[src/rtl/add_share_ctrl_pkg.sv]
// Shared types and defaults for the time-shared adder controller.
package add_share_pkg;

    typedef enum logic [1:0] {
        IDLE    = 2'd0,
        ISSUE   = 2'd1,
        CAPTURE = 2'd2,
        RESP    = 2'd3
    } state_e;

    localparam int DEF_NUM_REQ = 4;
    localparam int DEF_DW      = 4;

    // Pointer/index width; a single requester still needs a 1-bit field.
    function automatic int ptr_w(input int n);
        return (n > 1) ? $clog2(n) : 1;
    endfunction

endpackage

[src/rtl/add_share_ctrl_if.sv]
// Requester-side bus of add_share_ctrl: operand request and result pulse.
// An operand pair transfers on the rising edge where req_valid[i] && req_ready[i];
// resp_valid is a one-cycle pulse with no backpressure, resp_sum valid alongside it.
interface add_share_ctrl_if #(
    parameter int NUM_REQ = 4,
    parameter int DW      = 4
);
    logic [NUM_REQ-1:0]    req_valid;
    logic [NUM_REQ-1:0]    req_ready;
    logic [NUM_REQ*DW-1:0] req_a;
    logic [NUM_REQ*DW-1:0] req_b;
    logic [NUM_REQ-1:0]    resp_valid;
    logic [DW:0]           resp_sum;

    modport master (
        output req_valid, req_a, req_b,
        input  req_ready, resp_valid, resp_sum
    );

    modport slave (
        input  req_valid, req_a, req_b,
        output req_ready, resp_valid, resp_sum
    );
endinterface

[src/rtl/add_share_ctrl_rr_pick.sv]
// Round-robin picker: first valid requester at or after ptr, wrapping at NUM_REQ.
module rr_pick
    import add_share_pkg::*;
#(
    parameter int NUM_REQ = DEF_NUM_REQ
) (
    input  logic [NUM_REQ-1:0]        req_valid,
    input  logic [ptr_w(NUM_REQ)-1:0] ptr,
    output logic [NUM_REQ-1:0]        gnt_oh,
    output logic [ptr_w(NUM_REQ)-1:0] gnt_idx,
    output logic                      any_valid
);
    localparam int PW = ptr_w(NUM_REQ);

    logic [PW:0] j;

    always_comb begin
        gnt_oh    = '0;
        gnt_idx   = '0;
        any_valid = 1'b0;
        j         = '0;
        for (int k = 0; k < NUM_REQ; k++) begin
            j = {1'b0, ptr} + (PW+1)'(k);
            if (j >= (PW+1)'(NUM_REQ)) begin
                j = j - (PW+1)'(NUM_REQ);
            end
            if (!any_valid && req_valid[j[PW-1:0]]) begin
                any_valid            = 1'b1;
                gnt_oh[j[PW-1:0]]    = 1'b1;
                gnt_idx              = j[PW-1:0];
            end
        end
    end
endmodule

[src/rtl/add_share_ctrl.sv]
// Shares one registered adder among NUM_REQ requesters: accept, issue, capture, respond.
module add_share_ctrl
    import add_share_pkg::*;
#(
    parameter int NUM_REQ = DEF_NUM_REQ,
    parameter int DW      = DEF_DW
) (
    input  logic                      clk,
    input  logic                      rst_n,
    add_share_ctrl_if.slave           bus,
    output logic [DW-1:0]             add_a,
    output logic [DW-1:0]             add_b,
    input  logic [DW:0]               add_sum,
    output logic                      busy,
    output state_e                    dbg_state,
    output logic [ptr_w(NUM_REQ)-1:0] dbg_ptr
);
    localparam int PW = ptr_w(NUM_REQ);

    state_e             state_q, state_d;
    logic [PW-1:0]      ptr_q, ptr_d;
    logic [PW-1:0]      gnt_q, gnt_d;
    logic [DW-1:0]      add_a_q, add_a_d;
    logic [DW-1:0]      add_b_q, add_b_d;
    logic [DW:0]        resp_sum_q, resp_sum_d;
    logic [NUM_REQ-1:0] resp_valid_q, resp_valid_d;
    logic               busy_q, busy_d;

    logic [NUM_REQ-1:0] pick_oh;
    logic [PW-1:0]      pick_idx;
    logic               pick_any;

    rr_pick #(.NUM_REQ(NUM_REQ)) u_pick (
        .req_valid (bus.req_valid),
        .ptr       (ptr_q),
        .gnt_oh    (pick_oh),
        .gnt_idx   (pick_idx),
        .any_valid (pick_any)
    );

    always_comb begin
        state_d      = state_q;
        ptr_d        = ptr_q;
        gnt_d        = gnt_q;
        add_a_d      = add_a_q;
        add_b_d      = add_b_q;
        resp_sum_d   = resp_sum_q;
        resp_valid_d = '0;
        case (state_q)
            IDLE: begin
                if (pick_any) begin
                    for (int i = 0; i < NUM_REQ; i++) begin
                        if (pick_idx == PW'(i)) begin
                            add_a_d = bus.req_a[i*DW +: DW];
                            add_b_d = bus.req_b[i*DW +: DW];
                        end
                    end
                    gnt_d   = pick_idx;
                    ptr_d   = (pick_idx == PW'(NUM_REQ-1)) ? '0 : pick_idx + 1'b1;
                    state_d = ISSUE;
                end
            end
            ISSUE:   state_d = CAPTURE;
            // The adder registered add_a+add_b at the end of ISSUE.
            CAPTURE: begin
                resp_sum_d          = add_sum;
                resp_valid_d[gnt_q] = 1'b1;
                state_d             = RESP;
            end
            RESP:    state_d = IDLE;
            default: state_d = IDLE;
        endcase
        busy_d = (state_d != IDLE);
    end

    always_ff @(posedge clk) begin
        if (!rst_n) begin
            state_q      <= IDLE;
            ptr_q        <= '0;
            gnt_q        <= '0;
            add_a_q      <= '0;
            add_b_q      <= '0;
            resp_sum_q   <= '0;
            resp_valid_q <= '0;
            busy_q       <= 1'b0;
        end else begin
            state_q      <= state_d;
            ptr_q        <= ptr_d;
            gnt_q        <= gnt_d;
            add_a_q      <= add_a_d;
            add_b_q      <= add_b_d;
            resp_sum_q   <= resp_sum_d;
            resp_valid_q <= resp_valid_d;
            busy_q       <= busy_d;
        end
    end

    assign bus.req_ready  = (state_q == IDLE) ? pick_oh : '0;
    assign bus.resp_valid = resp_valid_q;
    assign bus.resp_sum   = resp_sum_q;
    assign add_a          = add_a_q;
    assign add_b          = add_b_q;
    assign busy           = busy_q;
    assign dbg_state      = state_q;
    assign dbg_ptr        = ptr_q;
endmodule
[src/flat_wrapper.sv]
// flat-port wrapper written by rule: the top's interface ports become plain ports
module add_share_ctrl_flat import add_share_pkg::*;
#(
    parameter int NUM_REQ = DEF_NUM_REQ,
    parameter int DW      = DEF_DW
)
  (clk, rst_n, add_a, add_b, add_sum, busy, dbg_state, dbg_ptr, bus_req_valid, bus_req_a, bus_req_b, bus_req_ready, bus_resp_valid, bus_resp_sum);
  add_share_ctrl_if #(.NUM_REQ(NUM_REQ), .DW(DW)) bus_i ();
  input  logic clk;
  input  logic rst_n;
  output logic [DW-1:0] add_a;
  output logic [DW-1:0] add_b;
  input  logic [DW:0] add_sum;
  output logic busy;
  output state_e dbg_state;
  output logic [ptr_w(NUM_REQ)-1:0] dbg_ptr;
  input wire logic [$bits(bus_i.req_valid)-1:0] bus_req_valid;
  input wire logic [$bits(bus_i.req_a)-1:0] bus_req_a;
  input wire logic [$bits(bus_i.req_b)-1:0] bus_req_b;
  output wire logic [$bits(bus_i.req_ready)-1:0] bus_req_ready;
  output wire logic [$bits(bus_i.resp_valid)-1:0] bus_resp_valid;
  output wire logic [$bits(bus_i.resp_sum)-1:0] bus_resp_sum;
  assign bus_i.req_valid = bus_req_valid;
  assign bus_i.req_a = bus_req_a;
  assign bus_i.req_b = bus_req_b;
  assign bus_req_ready = bus_i.req_ready;
  assign bus_resp_valid = bus_i.resp_valid;
  assign bus_resp_sum = bus_i.resp_sum;
  add_share_ctrl #(.NUM_REQ(NUM_REQ), .DW(DW)) u_core (.clk(clk), .rst_n(rst_n), .bus(bus_i), .add_a(add_a), .add_b(add_b), .add_sum(add_sum), .busy(busy), .dbg_state(dbg_state), .dbg_ptr(dbg_ptr));
endmodule
[config.mk]
export PLATFORM = sky130hd
export DESIGN_NAME = add_share_ctrl_flat
export DESIGN_NICKNAME = d
export VERILOG_FILES = /design/src/rtl/add_share_ctrl_pkg.sv /design/src/rtl/add_share_ctrl_if.sv /design/src/rtl/add_share_ctrl_rr_pick.sv /design/src/rtl/add_share_ctrl.sv /design/src/flat_wrapper.sv
export SDC_FILE = /design/constraint.sdc
export NUM_CORES = 1
export LEC_CHECK = 0
export ABC_AREA = 1
export BUFFER_PORTS_ARGS = -buffer_cell sky130_fd_sc_hd__buf_2
export CORE_AREA = 2 2 87 47
export DETAILED_ROUTE_END_ITERATION = 16
export DIE_AREA = 0 0 89 49
export PLACE_DENSITY = 0.78
export SLEW_MARGIN = 20
export SYNTH_ARGS = -nofsm -noshare
export SYNTH_HDL_FRONTEND = slang
export SYNTH_SLANG_ARGS = --single-unit
[constraint.sdc]
create_clock -name clk -period 3.83 [get_ports clk]
set_clock_uncertainty 0.2 [all_clocks]
set_input_delay 0.766 -clock clk [delete_from_list [all_inputs] [get_ports clk]]
set_output_delay 0.766 -clock clk [all_outputs]
set_load 0.01 [all_outputs]
Word-level counts from Yosys, hierarchy flattened. Index checks and enable logic that the tools add are counted.

Mux-type cells: 46. Magnitude comparators: 14. Reduce and logical (&&, ||, !) cells: 18. $add $sub $neg: 8. Eq/ne operators: 6. Bitwise gates (word level): 3.

Operators by type and width (number): two-way mux 4 bit (13); two-way mux 2 bit (10); less-than comparator 2 x 3 -> 1 bit, second input constant (5); two-way mux 1 bit (13); OR 4 bit (3); demux 1 bit (select 2 bit) (5); >= comparator 2 x 1 -> 1 bit, second input constant (5); >= comparator 3 bit, second input constant (3); binary-select mux 1 bit (select 2 bit) (4); equality test 2 bit, second input constant (4); logical AND 1 bit (8); one-hot mux 2 bit (4 select lines) (1); subtractor 2 x 1 -> 2 bit, second input constant (4); adder 2 x 2 -> 3 bit, second input constant (2); equality test 2 x 1 -> 1 bit, second input constant (2); logical NOT 2 bit (2); AND reduction 2 bit (2); nonzero test 4 bit (1); adder 2 x 1 -> 3 bit, second input constant (1); >= comparator 2 x 3 -> 1 bit, second input constant (1); logical NOT 1 bit (3); AND reduction 3 bit (1); adder 2 x 1 -> 2 bit, second input constant (1); nonzero test 2 bit (1).

Flip-flop bits (word level): 24. Output and inout bits: 26. Word-level logic and storage cells: 103. Bits of input ports: 43.

Logic depth before layout (Yosys ltp). Gate-level depths: netlist of the first run.

Word-level depth: 19. Depth in mapped cells: 19. Gate-level depth less buffers: 17.

By module. A second synthesis of the first run with hierarchy kept.

Cells, all modules: 267. Area total of the unflattened synthesis: 1709.1 um^2.

Modules (own cells, without submodules): add_share_ctrl (area an instance 1268.7 um^2, instances 1, seq. area each 480.5 um^2, cells each 193); rr_pick (area an instance 440.4 um^2, instances 1, seq. area each 0.0 um^2, cells each 74).

Worst setup path before layout of the first run. OpenSTA, ideal clock, no wires.

Kind: reg-to-reg. Start: reg u_core.ptr_q[0], in the netlist u_core.dbg_ptr[0]. End: reg u_core.add_a_q[1], in the netlist u_core.add_a[1]. Stages on the path, launching flop included: 19. Setup time: 0.109 ns. Data required time: 3.521 ns. Data arrival time: 2.715 ns. Slack: 0.806 ns. Buffers on the path: 2. Clock period less this slack: 3.024 ns. Cell sequence: dfxtp_1 -> inv_2 -> ha_1 -> inv_1 -> nand3_2 -> nand2_4 -> nand2_1 -> nand2_1 -> nand2_1 -> nand2_1 -> buf_6 -> ha_1 -> clkbuf_1 -> mux2i_1 -> o21ai_0 -> nand2_1 -> nand3_1 -> nand2_1 -> inv_1.

Word-level cells in the longest chain between the ends: 18. Elaborated cells between the ends (all ways): 46. Those cells by class: 7 x add/sub; 4 x order compare; 3 x eq/ne; 23 x mux; 9 x reduce/logical.

Ends and longest elaborated chain: from (decl) (line add_share_ctrl.sv:21) `logic [PW-1:0] ptr_q, ptr_d;`; from (signal assigned) (line add_share_ctrl.sv:88) `ptr_q <= ptr_d;`; branches (longest 13 deep; another with adder 2 x 1 -> 3 bit); two-way mux 2 bit * (line add_share_ctrl_rr_pick.sv:27) `if (!any_valid && req_valid[j[PW-1:0]]) begin`; named net u_core.pick_idx[0] (line add_share_ctrl.sv:30) `logic [PW-1:0] pick_idx;`; equality test 2 x 1 -> 1 bit (line add_share_ctrl.sv:53) `if (pick_idx == PW'(i)) begin`; two-way mux 4 bit (3 in series) (line add_share_ctrl.sv:53); to (signal assigned) (line add_share_ctrl.sv:81) `add_a_q <= '0;`; to (signal assigned) (line add_share_ctrl.sv:90) `add_a_q <= add_a_d;`; to (decl) (line add_share_ctrl.sv:23) `logic [DW-1:0] add_a_q, add_a_d;`.

Mark *: on every way through the listed nets, which the timed path passes. The select of a mux whose other input is x is not followed. A chain may end at the register's enable or synchronous reset.

Worst setup path after layout of the first run.
Start: reg u_core.ptr_q[0], in the netlist u_core.dbg_ptr[0]. End: out bus_req_ready[0].

Word-level cells in the longest chain between the ends: 15. Elaborated cells between the ends (all ways): 60. Those cells by class: 7 x add/sub; 12 x order compare; 28 x mux; 3 x bitwise; 10 x reduce/logical.

Ends and longest elaborated chain: branches (longest 13 deep; another with adder 2 x 1 -> 3 bit); two-way mux 4 bit * (line add_share_ctrl_rr_pick.sv:27); two-way mux 4 bit * (line add_share_ctrl.sv:98) `assign bus.req_ready = (state_q == IDLE) ? pick_oh : '0;`; to (decl) (line flat_wrapper.sv:20) `output wire logic [$bits(bus_i.req_ready)-1:0] bus_req_ready;`.

Every way passes the cells marked *. The select of a mux whose other input is x is not followed.

==> impl_summary.md, run 1 <==
Global routing
The met2 layer usage reported by global route is 29.2%. After global routing the overflow that remains totals 0. Global routing consumed, on the met3 layer, 5.75% of the routing resources.

Entering global routing, the biggest net connects 18 pins. The busiest layer in global routing is met2. The number of global-route vias before repair came to 1584. The met1 track demand over resource is 27.5%.

The number of antenna violations at the first check in global routing is 0. The global router's overall resource usage is 19.0%. The first global-routing pass estimated 6690 um of wire.

Die
For this configuration, the core starts out at a cell density of 45.6%. The floorplan die area is 4360 sq um. The standard cell core area is 3680 sq um. The die width is 89 um.

Pin placement for this block handled 69 I/O pins. The floorplan row count is 16. The floorplan die height is 49 um.

STA
The number of hold-slack violations in the final timing report came to 0. The worst path uses 91.4% of the clock period. Setup total negative slack on the finished layout was measured at 0 ns. The post-route worst setup slack is 0.329 ns. The max-slew violation count came to 0.

The final hold slack is 0.297 ns. The worst path in the final design needs a cycle of 3.50 ns, including I/O delays and setup. Setup repair after global routing left no endpoint under its margin. The worst slew margin relative to its limit is 70.3%. The actual slew at the worst max-slew pin is 0.446 ns.

Static timing analysis puts the maximum clock frequency at 286 MHz. Setup violations remaining at the end of the flow were counted as 0.

Pwr
Dividing total power by cell area gives a power density of 845 nW/um^2. VDD sags by at most 0.394 mV. Summed over all cells, the static leakage comes to 1.20 nW.

Clock tree
The total of hold buffers inserted after clock tree synthesis is 0. Clock-pin slew was measured on the worst setup and hold paths at 0.08 ns. The number of H-tree levels is 1.

The clock drives 24 sinks. The number of buffers inserted by post-CTS setup repair is 0. The clock latency at the later pin of the worst-skew pair is 0.27 ns. The number of gates given a new drive strength after cts is 0. The TritonCTS clock tree is built. In this run, CTS created clock tree buffers numbering 3. The number of buffers on the longest clock path is 2. In this run the clock root is driven by a clkbuf_8.

Yosys
The commonest cells after synthesis are nand2_1, nor2_1, inv_1, dfxtp_1, o21ai_0. Summed over its instances, the top area cell type makes up 28.6% of the synthesized netlist area. The count of unique library cells instantiated by Yosys is 24.

By instance count, the leading cell after synthesis is nand2_1. Each instance of the synthesized netlist takes up on average 6.58 sq um. Of all cell types, the one taking the most synthesized area is dfxtp_1. The number of enable flip-flop cells after synthesis is 0. Summing the sequential cell areas from Yosys gives 28.6% of the chip area.

The number of cells produced by synthesis is 255. The cell area after technology mapping is 1680 sq um. The net count after synthesis is 310. The post-synthesis async set-or-reset flop share is 0%. Yosys printed 0 warnings. In the synthesized netlist the dominant register cell turns out to be dfxtp_1.

Yosys attributes the largest share of cell area to dfxtp_1, nand2_1, ha_1. The number of register bits inferred by synthesis is 24.

Detailed routing
The first routing iteration left 75 violations. The wire length per cell after detailed routing is 10.5 um. The count of nets left with antenna violations once routing finished came out at 0.

After detailed routing, the number of remaining DRC violations is 0. In the routed layout, each cell is associated on average with a via count of 4.73. The final layout contains routed wiring with a total length of 3950 um. The first detailed-routing pass ran for 4 iterations. The overall via count from detail_route is 1777.

Critical path
The worst setup path is launched from a register. The critical path is of the reg -> out type. STA puts the critical path data required time at 2.86 ns. The worst setup path is captured at an output port.

The largest fanout of any net on the critical path is 12. The worst endpoint data arrival time is 2.53 ns.

Cells and area
The post-layout net count is 378. Relative to the synthesized area, the layout overhead comes to 26.8%. The final antenna diode count is 0. Counting the fill cells in the layout gives 384. The share of layout cells above drive strength 1 is 28.3%. The final core utilization is 57.8%. The finished layout holds 376 standard cells, fillers aside.

Placement
The number of I/O port buffers is 68. After legalization and detailed placement, the total HPWL measured 3190 um. The worst setup slack after placement is 0.449 ns.

At the end of routability-driven placement, the weighted congestion stood at 0.911. Counting tap cells, the placed design contains a total of 372 instances.

Status
The flow ran to the end, and the final reports show no timing, DRC or antenna violations.

Flow run
The tool flagged a number of max-cap violations equal to 0.

Worst hold path
The min-delay analysis places its worst path in the category reg -> reg.
-- where the power goes --
part / total (W) / internal [W] / switching, W
Combinational: 0.00119 / 0.000440 / 0.000747
Sequential: 0.000389 / 0.000338 / 0.0000514
Clock: 0.000222 / 0.000140 / 0.0000821
Total: 0.00180 / 0.000918 / 0.000881
-- path summary, 6_finish.rpt --
check | start | end | slack (ns) | cells past startpoint
max | u_core.dbg_ptr[0] | bus_req_ready[0] | 0.33 | 10
min | u_core.gnt_q[1] | u_core.bus.resp_valid[0] | 0.30 | 1
max reg2reg | u_core.dbg_ptr[0] | u_core.add_a[0] | 0.45 | 16
min reg2reg | u_core.gnt_q[1] | u_core.bus.resp_valid[0] | 0.30 | 1
-- sequential cells by signal (all words and copies together), names as in the netlist --
name and count:
u_core.dbg_ptr 2, u_core.bus.resp_valid 4, u_core.bus.resp_sum 5, u_core.add_b 4
u_core.add_a 4, u_core.gnt_q 2, u_core.dbg_state 2, u_core.busy 1
-- critical path: stages (launching register included) --
cell and delay, ns:
dfxtp_1 0.55, inv_2 0.18, ha_1 0.41, inv_1 0.12
nand3_2 0.10, nand2_4 0.11, nand2_1 0.09, nor2_1 0.27
a21oi_1 0.12, a21boi_0 0.16, buf_2 0.15
-- cells in the final DEF, fill, tap and decap left out, types with 6 or more instances in the layout --
master,synthesis,final
inv_1,33,33
a21oi_1,6,6
buf_2,0,68
nand2_1,60,60
nor2_1,34,34
dfxtp_1,24,24
nand3_1,22,22
ha_1,12,12
mux2i_1,8,8
o21ai_0,23,23
-- cell families (layout without fill, tap and decap cells) --
group | count (synthesis) | after routing | synth area share (%)
flops | 24 | 24 | 28.6
fa+ha+maj | 12 | 12 | 8.94
compound gates | 34 | 34 | 11.1
mux | 8 | 8 | 4.77
buf+inv | 45 | 112 | 11.2
simple gates | 132 | 132 | 35.4
-- area by class of cell --
class	instances	area [sq um]	area share, %
timing repair buffer	70	355	16.7
clock buffer	3	41.3	1.94
multi-input combinational	186	1010	47.5
inverter	38	143	6.70
tap	54	67.6	3.17
sequential	24	480	22.6
clock inverter	1	30.0	1.41
-- routing by layer --
layer,routed length (um),part of all wire (%)
met1,2060,52
met2,1550,39
met3,340,8.6
met4,4,0.10
met5,0,0
-- per-stage QoR --
step | total power, W | instance area, sq um
finish | 0.00180 | 2130
global route | 0.00200 | 2130
CTS | 0.00181 | 2130
global placement | 0.00156 | 2060
detailed placement | 0.00158 | 2060
floorplan | 0.00132 | 1680
Power figures use the tool's default switching activity.
==> run 2, diff against run 1 <==
--- a/config.mk
+++ b/config.mk
@@ -8,6 +8,7 @@
 export ABC_AREA = 1
 export BUFFER_PORTS_ARGS = -buffer_cell sky130_fd_sc_hd__buf_2
 export CORE_AREA = 2 2 87 47
+export CTS_CLUSTER_SIZE = 12
 export DETAILED_ROUTE_END_ITERATION = 16
 export DIE_AREA = 0 0 89 49
 export PLACE_DENSITY = 0.78
==> constraint.sdc (replaced) <==
create_clock -name clk -period 3.9 [get_ports clk]
set_clock_uncertainty 0.2 [all_clocks]
set_input_delay 0.78 -clock clk [delete_from_list [all_inputs] [get_ports clk]]
set_output_delay 0.78 -clock clk [all_outputs]
set_load 0.01 [all_outputs]
==> run 2 against run 1 <==
  * Hold slack about the same
  * Global-route usage hardly changed
  * Setup slack better by 0.057 ns
  * Design area down 0.35%
  * Count of clock-buffer cells in the layout is the same
  * Register-to-register slack improved by 0.08 ns
  * Flip-flop and latch count did not move
  * First-iteration DRC count increased by 29%
  * Cell count fell by 0.27%
  * Non-clock buffer count shrank 1
  * Clock power is 4% lower
==> impl_summary.md, run 2 (synthesis results as in run 1) <==
Status
The flow ran to the end, and the final reports show no timing, DRC or antenna violations.

Pwr
The power consumption is 0.00176 W (-2.2%). The share of power burned in registers is 21.8% (+0.2 points). The worst vdd rail ir drop came to 0.331 mV (-16%). The power density of the placed cells is 829 nW/um^2 (-1.9%). The internal cell power was 0.000894 W (-2.6%). The combinational share of power was 66.0% (about the same). The net switching power figure is 0.000865 W (-1.8%). The proportion of total power due to net switching was 49.2% (+0.21 points). The clock power share is 12.2% (about the same). The static leakage power is 1.19 nW (-0.42%).

Worst hold path
The class of the worst hold path is reg -> reg.

Critical path
The number of buffers and inverters on the critical path was 3 (unchanged). The kind of cell with the highest combined delay on the critical path is flip-flops. The worst setup path is captured at an output port. The startpoint-to-endpoint class of the critical path is reg -> out.

Tracing the worst setup path back leads to its startpoint at u_core.dbg_ptr[0]. The largest fanout of any net on the critical path came to 12 (unchanged). The worst endpoint data arrival time is 2.53 ns (about the same).

On the critical path, the stage with the largest delay is an instance of dfxtp_1. The number of stages on the worst setup path was 10 (unchanged). Traced cell by cell, the critical path runs through inv_2 > ha_1 > inv_1 > nand3_2 > nand2_4 > nand2_1 > nor2_1 > a21oi_1 > a21boi_0 > buf_2.

The critical path's largest stage delay is 0.56 ns (about the same). In this run the critical register-to-register path is launched from u_core.dbg_ptr[0]. The reg-to-reg setup timing slack is 0.53 ns (+0.08 ns).

The depth of the worst register-to-register path is 15 (-1). The kind of start point of the critical path is a register. The end of the worst register-to-register path is u_core.add_b[0].

The critical path endpoint is bus_req_ready[0]. The data required time of the critical path came to 2.92 ns (+0.06 ns).

STA
The setup TNS was 0 ns (unchanged). The number of hold-slack violations in the final timing report was 0 (unchanged). The max-slew violation count was 0 (unchanged).

Setup repair after global routing left no endpoint under its margin. The post-route worst setup slack is 0.386 ns (+0.0569 ns). The count of final setup violators is 0 (unchanged). The actual slew at the worst max-slew pin was 0.451 ns (+0.00512 ns). The portion of the clock cycle consumed by the worst path in the final layout is 90.1%.

The fmax is 285 MHz. The worst slew margin relative to its limit is 69.9% (-0.34 points). Counting I/O delays and the setup requirement, the final critical path takes 3.51 ns.

Placement
The routability congestion estimate from global placement is 0.897 (-1.6%). The worst setup slack after placement is 0.501 ns (+0.0519 ns). The number of I/O port buffers is 68 (unchanged). The placed wire-length estimate after detailed placement was 3200 um (+0.46%). The cell total after placement is 371 (-0.27%).

Cells and area
The post-layout net count is 377 (-0.26%). The area used by sequential logic in the layout is 480 sq um (unchanged). The area taken by multi-input logic gates came to 1010 sq um (unchanged). The fill cell instance count of the final layout is 397 (+3.4%).

The final standard cell count with taps included and fillers excluded is 375 (-0.27%). The final antenna diode count came to 0 (unchanged). The final core utilization is 57.6% (-0.20 points). The area growth from synthesis to final layout is 26.3%. The share of layout cells above drive strength 1 is 28.0% (-0.22 points). The most common cell after layout, fill and taps aside is buf_2. The number of flip-flops in the largest register was 5 (unchanged). The library cells used most frequently in the layout, excluding fill and tap cells, are buf_2, nand2_1, nor2_1.

Detailed routing
The via-per-instance ratio was 4.85 (+2.5%). The final wirelength is 3970 um (+0.51%). The wire length per cell after detailed routing is 10.6 um (+0.77%). The DRC violations left is 0 (unchanged). The overall via count from detail_route is 1817 (+2.3%).

The total iterations of the first detailed-routing run came to 4 (unchanged). The antenna violation net count after detailed routing is 0 (unchanged). The iteration-0 DRC count of the detailed router is 97 (+29%).

Clock tree
The number of buffers on the longest clock path was 2 (unchanged). The number of H-tree levels is 1 (unchanged). Clock tree synthesis selected as its root buffer the cell clkbuf_8. The CTS clock-pin slew for the worst setup and hold paths was 0.08 ns (about the same). TritonCTS built the clock tree. The number of buffers inserted by post-CTS setup repair was 0 (unchanged). The number of gates given a new drive strength after cts came to 0 (unchanged). The number of buffers created by CTS is 3 (unchanged). The total of hold buffers inserted after clock tree synthesis is 0 (unchanged). The count of clock tree sinks is 24 (unchanged). The clock latency at the later pin of the worst-skew pair is 0.26 ns (about the same).

Flow run
The count of max-cap constraint violations is 0 (unchanged).

Die
The die width is 89 um (unchanged). The floorplan die height is 49 um (unchanged). The number of top-level pins came to 69 (unchanged). The floorplan die area was 4360 sq um (unchanged). The standard cell core area is 3680 sq um (unchanged). The starting density of the core was 45.6% (unchanged). The floorplan row count was 16 (unchanged).

Global routing
The largest net degree at the start of global routing is 18 (unchanged). The sum of overflow across all layers after global routing is 0 (unchanged). The number of antenna violations at the first check in global routing is 0 (unchanged). The first-pass GRT wire length is 6640 um (-0.73%). The global router's overall resource usage was 19.0% (-0.035 points). The number of global-route vias before repair is 1513 (-4.5%).
run 2: cell count changes in the layout (fill, tap and decap cells not counted):
cell	previous run	this run
buf_4	2	1
run 2: per-layer routing:
layer	up-vias	part of all wire [%]	global-route usage, %
met1	808	51	28.8
li1	938	-	-
met3	4	8.2	4.74
met4	0	0.30	2.24
met5	-	0	0
met2	67	41	28.0
run 2: layout make-up:
class | count | share of cell area [%]
clock buffer | 3 | 1.95
multi-input combinational | 186 | 47.7
clock inverter | 1 | 1.42
tap | 54 | 3.19
timing repair buffer | 69 | 16.4
inverter | 38 | 6.73
sequential | 24 | 22.7
run 2: worst min-delay path by stage:
stage,depth (start not counted),slack [ns],from,end
after floorplan,1,0.24,u_core.gnt_q[1],u_core.bus.resp_valid[0]
after CTS,1,0.30,u_core.gnt_q[1],u_core.bus.resp_valid[0]
final,1,0.30,u_core.gnt_q[1],u_core.bus.resp_valid[1]
after detailed placement,2,0.28,u_core.bus.resp_sum[1],u_core.bus.resp_sum[1]
after global routing,1,0.32,u_core.gnt_q[1],u_core.bus.resp_valid[1]
after global placement,2,0.27,u_core.bus.resp_sum[2],u_core.bus.resp_sum[2]
run 2: power by group through the flow:
stage	Clock, W	Sequential, W	Combinational (W)
detailed placement	0	0.000389	0.00116
global route	0.000233	0.000394	0.00134
finish	0.000214	0.000384	0.00116
floorplan	0	0.000425	0.000869
global placement	0	0.000387	0.00114
CTS	0.000220	0.000383	0.00117
run 2: per-stage QoR:
step,area (sq um),hold WS (ns)
2_1_floorplan,1680,0.238
3_3_place_gp,2050,0.274
3_5_place_dp,2050,0.282
4_1_cts,2120,0.302
5_1_grt,2120,0.323
6_report,2120,0.297
==> run 3, diff against run 2 <==
--- a/config.mk
+++ b/config.mk
@@ -11,7 +11,7 @@
 export CTS_CLUSTER_SIZE = 12
 export DETAILED_ROUTE_END_ITERATION = 16
 export DIE_AREA = 0 0 89 49
-export PLACE_DENSITY = 0.78
+export PLACE_DENSITY = 0.82
 export SLEW_MARGIN = 20
 export SYNTH_ARGS = -nofsm -noshare
 export SYNTH_HDL_FRONTEND = slang
==> run 3 against run 2 <==
  * Sequential share of layout area did not move
  * Count of clock-buffer cells in the layout stayed put
  * Non-clock buffer count did not move
  * Via count fell by 1.0%
  * Critical path type unchanged
  * Critical endpoint unchanged
  * Largest cell class unchanged
==> impl_summary.md, run 3 (synthesis results as in run 1) <==
Pwr
The share of power burned in registers came to 21.9% (about the same). The net switching power figure is 0.000886 W (+2.5%). The internal cell power was 0.000892 W (-0.16%). The static leakage power is 1.19 nW (unchanged). The clock power share came to 12.3% (about the same). The combinational share of power is 65.8% (-0.2 points). The worst vdd rail ir drop is 0.377 mV (+14%). The proportion of total power due to net switching was 49.8% (+0.65 points). The power density of the placed cells is 839 nW/um^2 (+1.1%).

Clock tree
The root buffer cell is clkbuf_8. The number of buffers on the longest clock path is 2 (unchanged). The TritonCTS clock tree is built. The number of H-tree levels is 1 (unchanged). The count of clock tree sinks is 24 (unchanged). The clock latency at the later pin of the worst-skew pair came to 0.27 ns (about the same). The CTS clock-pin slew for the worst setup and hold paths is 0.09 ns (about the same). The number of buffers created by CTS is 3 (unchanged). The total of hold buffers inserted after clock tree synthesis is 0 (unchanged).

The number of gates given a new drive strength after cts is 0 (unchanged). The number of buffers inserted by post-CTS setup repair was 0 (unchanged).

Status
The flow ran to the end, and the final reports show no timing, DRC or antenna violations.

STA
The count of final setup violators was 0 (unchanged). The setup TNS was 0 ns (unchanged). Setup repair after global routing left no endpoint under its margin. The worst slew margin relative to its limit is 68.7% (-1.2 points). The portion of the clock cycle consumed by the worst path in the final layout is 90.8% (+0.76 points). The final critical delay including setup and external delays is 3.54 ns (+0.0295 ns). The fmax is 282 MHz (-0.83%). The final hold slack is 0.312 ns (+0.0144 ns).

The actual slew at the worst max-slew pin was 0.469 ns (+0.0177 ns). The max-slew violation count is 0 (unchanged). The number of hold-slack violations in the final timing report came to 0 (unchanged).

Placement
The routability congestion estimate from global placement came to 0.906 (+1.1%). The placed wire-length estimate after detailed placement is 3340 um (+4.4%). The number of I/O port buffers was 68 (unchanged).

Critical path
The reg-to-reg setup timing slack is 0.39 ns (-0.14 ns). The worst endpoint data arrival time is 2.56 ns (+0.03 ns). The startpoint of the worst setup timing path is u_core.dbg_ptr[0]. The critical path endpoint is bus_req_ready[0].

The data required time of the critical path is 2.92 ns (about the same). The startpoint identified for the worst register-to-register timing path is u_core.dbg_ptr[0]. The worst setup path is of the reg -> out kind.

STA classifies the critical path startpoint as a register. The largest fanout of any net on the critical path was 12 (unchanged). The end of the worst register-to-register path is u_core.add_a[0]. The kind of end point of the critical path is an output port. The depth of the worst register-to-register path is 16 (+1).

Die
The starting density of the core came to 45.6% (unchanged). The number of top-level pins came to 69 (unchanged). The die width is 89 um (unchanged). The floorplan die area is 4360 sq um (unchanged). The floorplan die height is 49 um (unchanged).

The floorplan row count was 16 (unchanged). The standard cell core area was 3680 sq um (unchanged).

Detailed routing
The DRC violations left is 0 (unchanged). The final wirelength was 4230 um (+6.6%). The antenna violation net count after detailed routing is 0 (unchanged). The wire length per cell after detailed routing is 11.3 um (+6.6%). The iteration-0 DRC count of the detailed router came to 164 (+69%). The overall via count from detail_route is 1798 (-1.0%). The via-per-instance ratio was 4.79 (-1.0%). The total iterations of the first detailed-routing run is 4 (unchanged).

Cells and area
The share of layout cells above drive strength 1 is 28.0% (unchanged). The number of flip-flops in the largest register is 5 (unchanged). The post-layout net count is 377 (unchanged). The area growth from synthesis to final layout was 26.3% (unchanged). In the layout the commonest cells are buf_2, nand2_1, nor2_1. The final antenna diode count is 0 (unchanged).

The most common cell after layout, fill and taps aside is buf_2.

Global routing
The largest net degree at the start of global routing is 18 (unchanged). The global router's overall resource usage is 20.7% (+1.7 points). The number of antenna violations at the first check in global routing is 0 (unchanged). The first-pass GRT wire length is 7090 um (+6.8%). The number of global-route vias before repair is 1577 (+4.2%).

The sum of overflow across all layers after global routing is 0 (unchanged).

Worst hold path
The min-delay analysis places its worst path in the category reg -> reg.

Flow run
The count of max-cap constraint violations is 0 (unchanged).
==> run 3: cell counts in the layout (fill, tap and decap cells not counted) <==
No cell type changed its count.
==> run 3: worst min path at each step <==
stage                           startpoint                       end  slack [ns]  cells after the start
CTS                 u_core.bus.resp_sum[2]    u_core.bus.resp_sum[2]        0.31                      2
global route               u_core.gnt_q[1]  u_core.bus.resp_valid[1]        0.34                      1
detailed placement  u_core.bus.resp_sum[2]    u_core.bus.resp_sum[2]        0.28                      2
floorplan                  u_core.gnt_q[1]  u_core.bus.resp_valid[0]        0.24                      1
global placement    u_core.bus.resp_sum[1]    u_core.bus.resp_sum[1]        0.27                      2
finish              u_core.bus.resp_sum[2]    u_core.bus.resp_sum[2]        0.31                      2
==> run 3: metrics by stage <==
stage | util [%] | worst slack, ns | total power [W] | cells | instance area, sq um
2_1_floorplan | - | 0.876 | 0.00129 | 255 | 1680
3_3_place_gp | 55.6 | 0.595 | 0.00152 | 371 | 2050
3_5_place_dp | 55.6 | 0.461 | 0.00155 | 371 | 2050
4_1_cts | 57.6 | 0.393 | 0.00178 | 375 | 2120
5_1_grt | 57.6 | 0.0357 | 0.00197 | 375 | 2120
6_report | 57.6 | 0.357 | 0.00178 | 375 | 2120
==> run 3: routing by layer <==
layer / GRT usage [%] / part of all wire [%] / routed length (um) / vias to the layer above
li1: - / - / - / 935
met1: 31.8 / 51 / 2150 / 775
met2: 29.6 / 40 / 1710 / 88
met3: 5.08 / 8.8 / 370 / 0
met4: 3.23 / 0 / 0 / 0
met5: 0 / 0 / 0 / -
==> run 3: power by group through the flow <==
stage / clock, W / combinational (W) / sequential (W)
after floorplan: 0 / 0.000869 / 0.000425
after global placement: 0 / 0.00114 / 0.000388
after detailed placement: 0 / 0.00116 / 0.000392
after CTS: 0.000222 / 0.00117 / 0.000389
after global routing: 0.000232 / 0.00134 / 0.000400
final: 0.000219 / 0.00117 / 0.000389
==> run 3: area by class of cell <==
| class | count | area, sq um |
|---|---|---|
| Fill cell | 378 | 1560 |
| Inverter | 38 | 143 |
| Sequential cell | 24 | 480 |
| Timing Repair Buffer | 69 | 348 |
| Tap cell | 54 | 67.6 |
| Clock buffer | 3 | 41.3 |
| Clock inverter | 1 | 30.0 |
| Multi-Input combinational cell | 186 | 1010 |
==> run 3: critical path: stages, from the launching register on <==
cell      delay (ns)
dfxtp_1         0.57
inv_2           0.19
ha_1            0.41
inv_1           0.12
nand3_2         0.10
nand2_4         0.11
nand2_1         0.10
nor2_1          0.25
a21oi_1         0.11
a21boi_0        0.16
buf_2           0.16
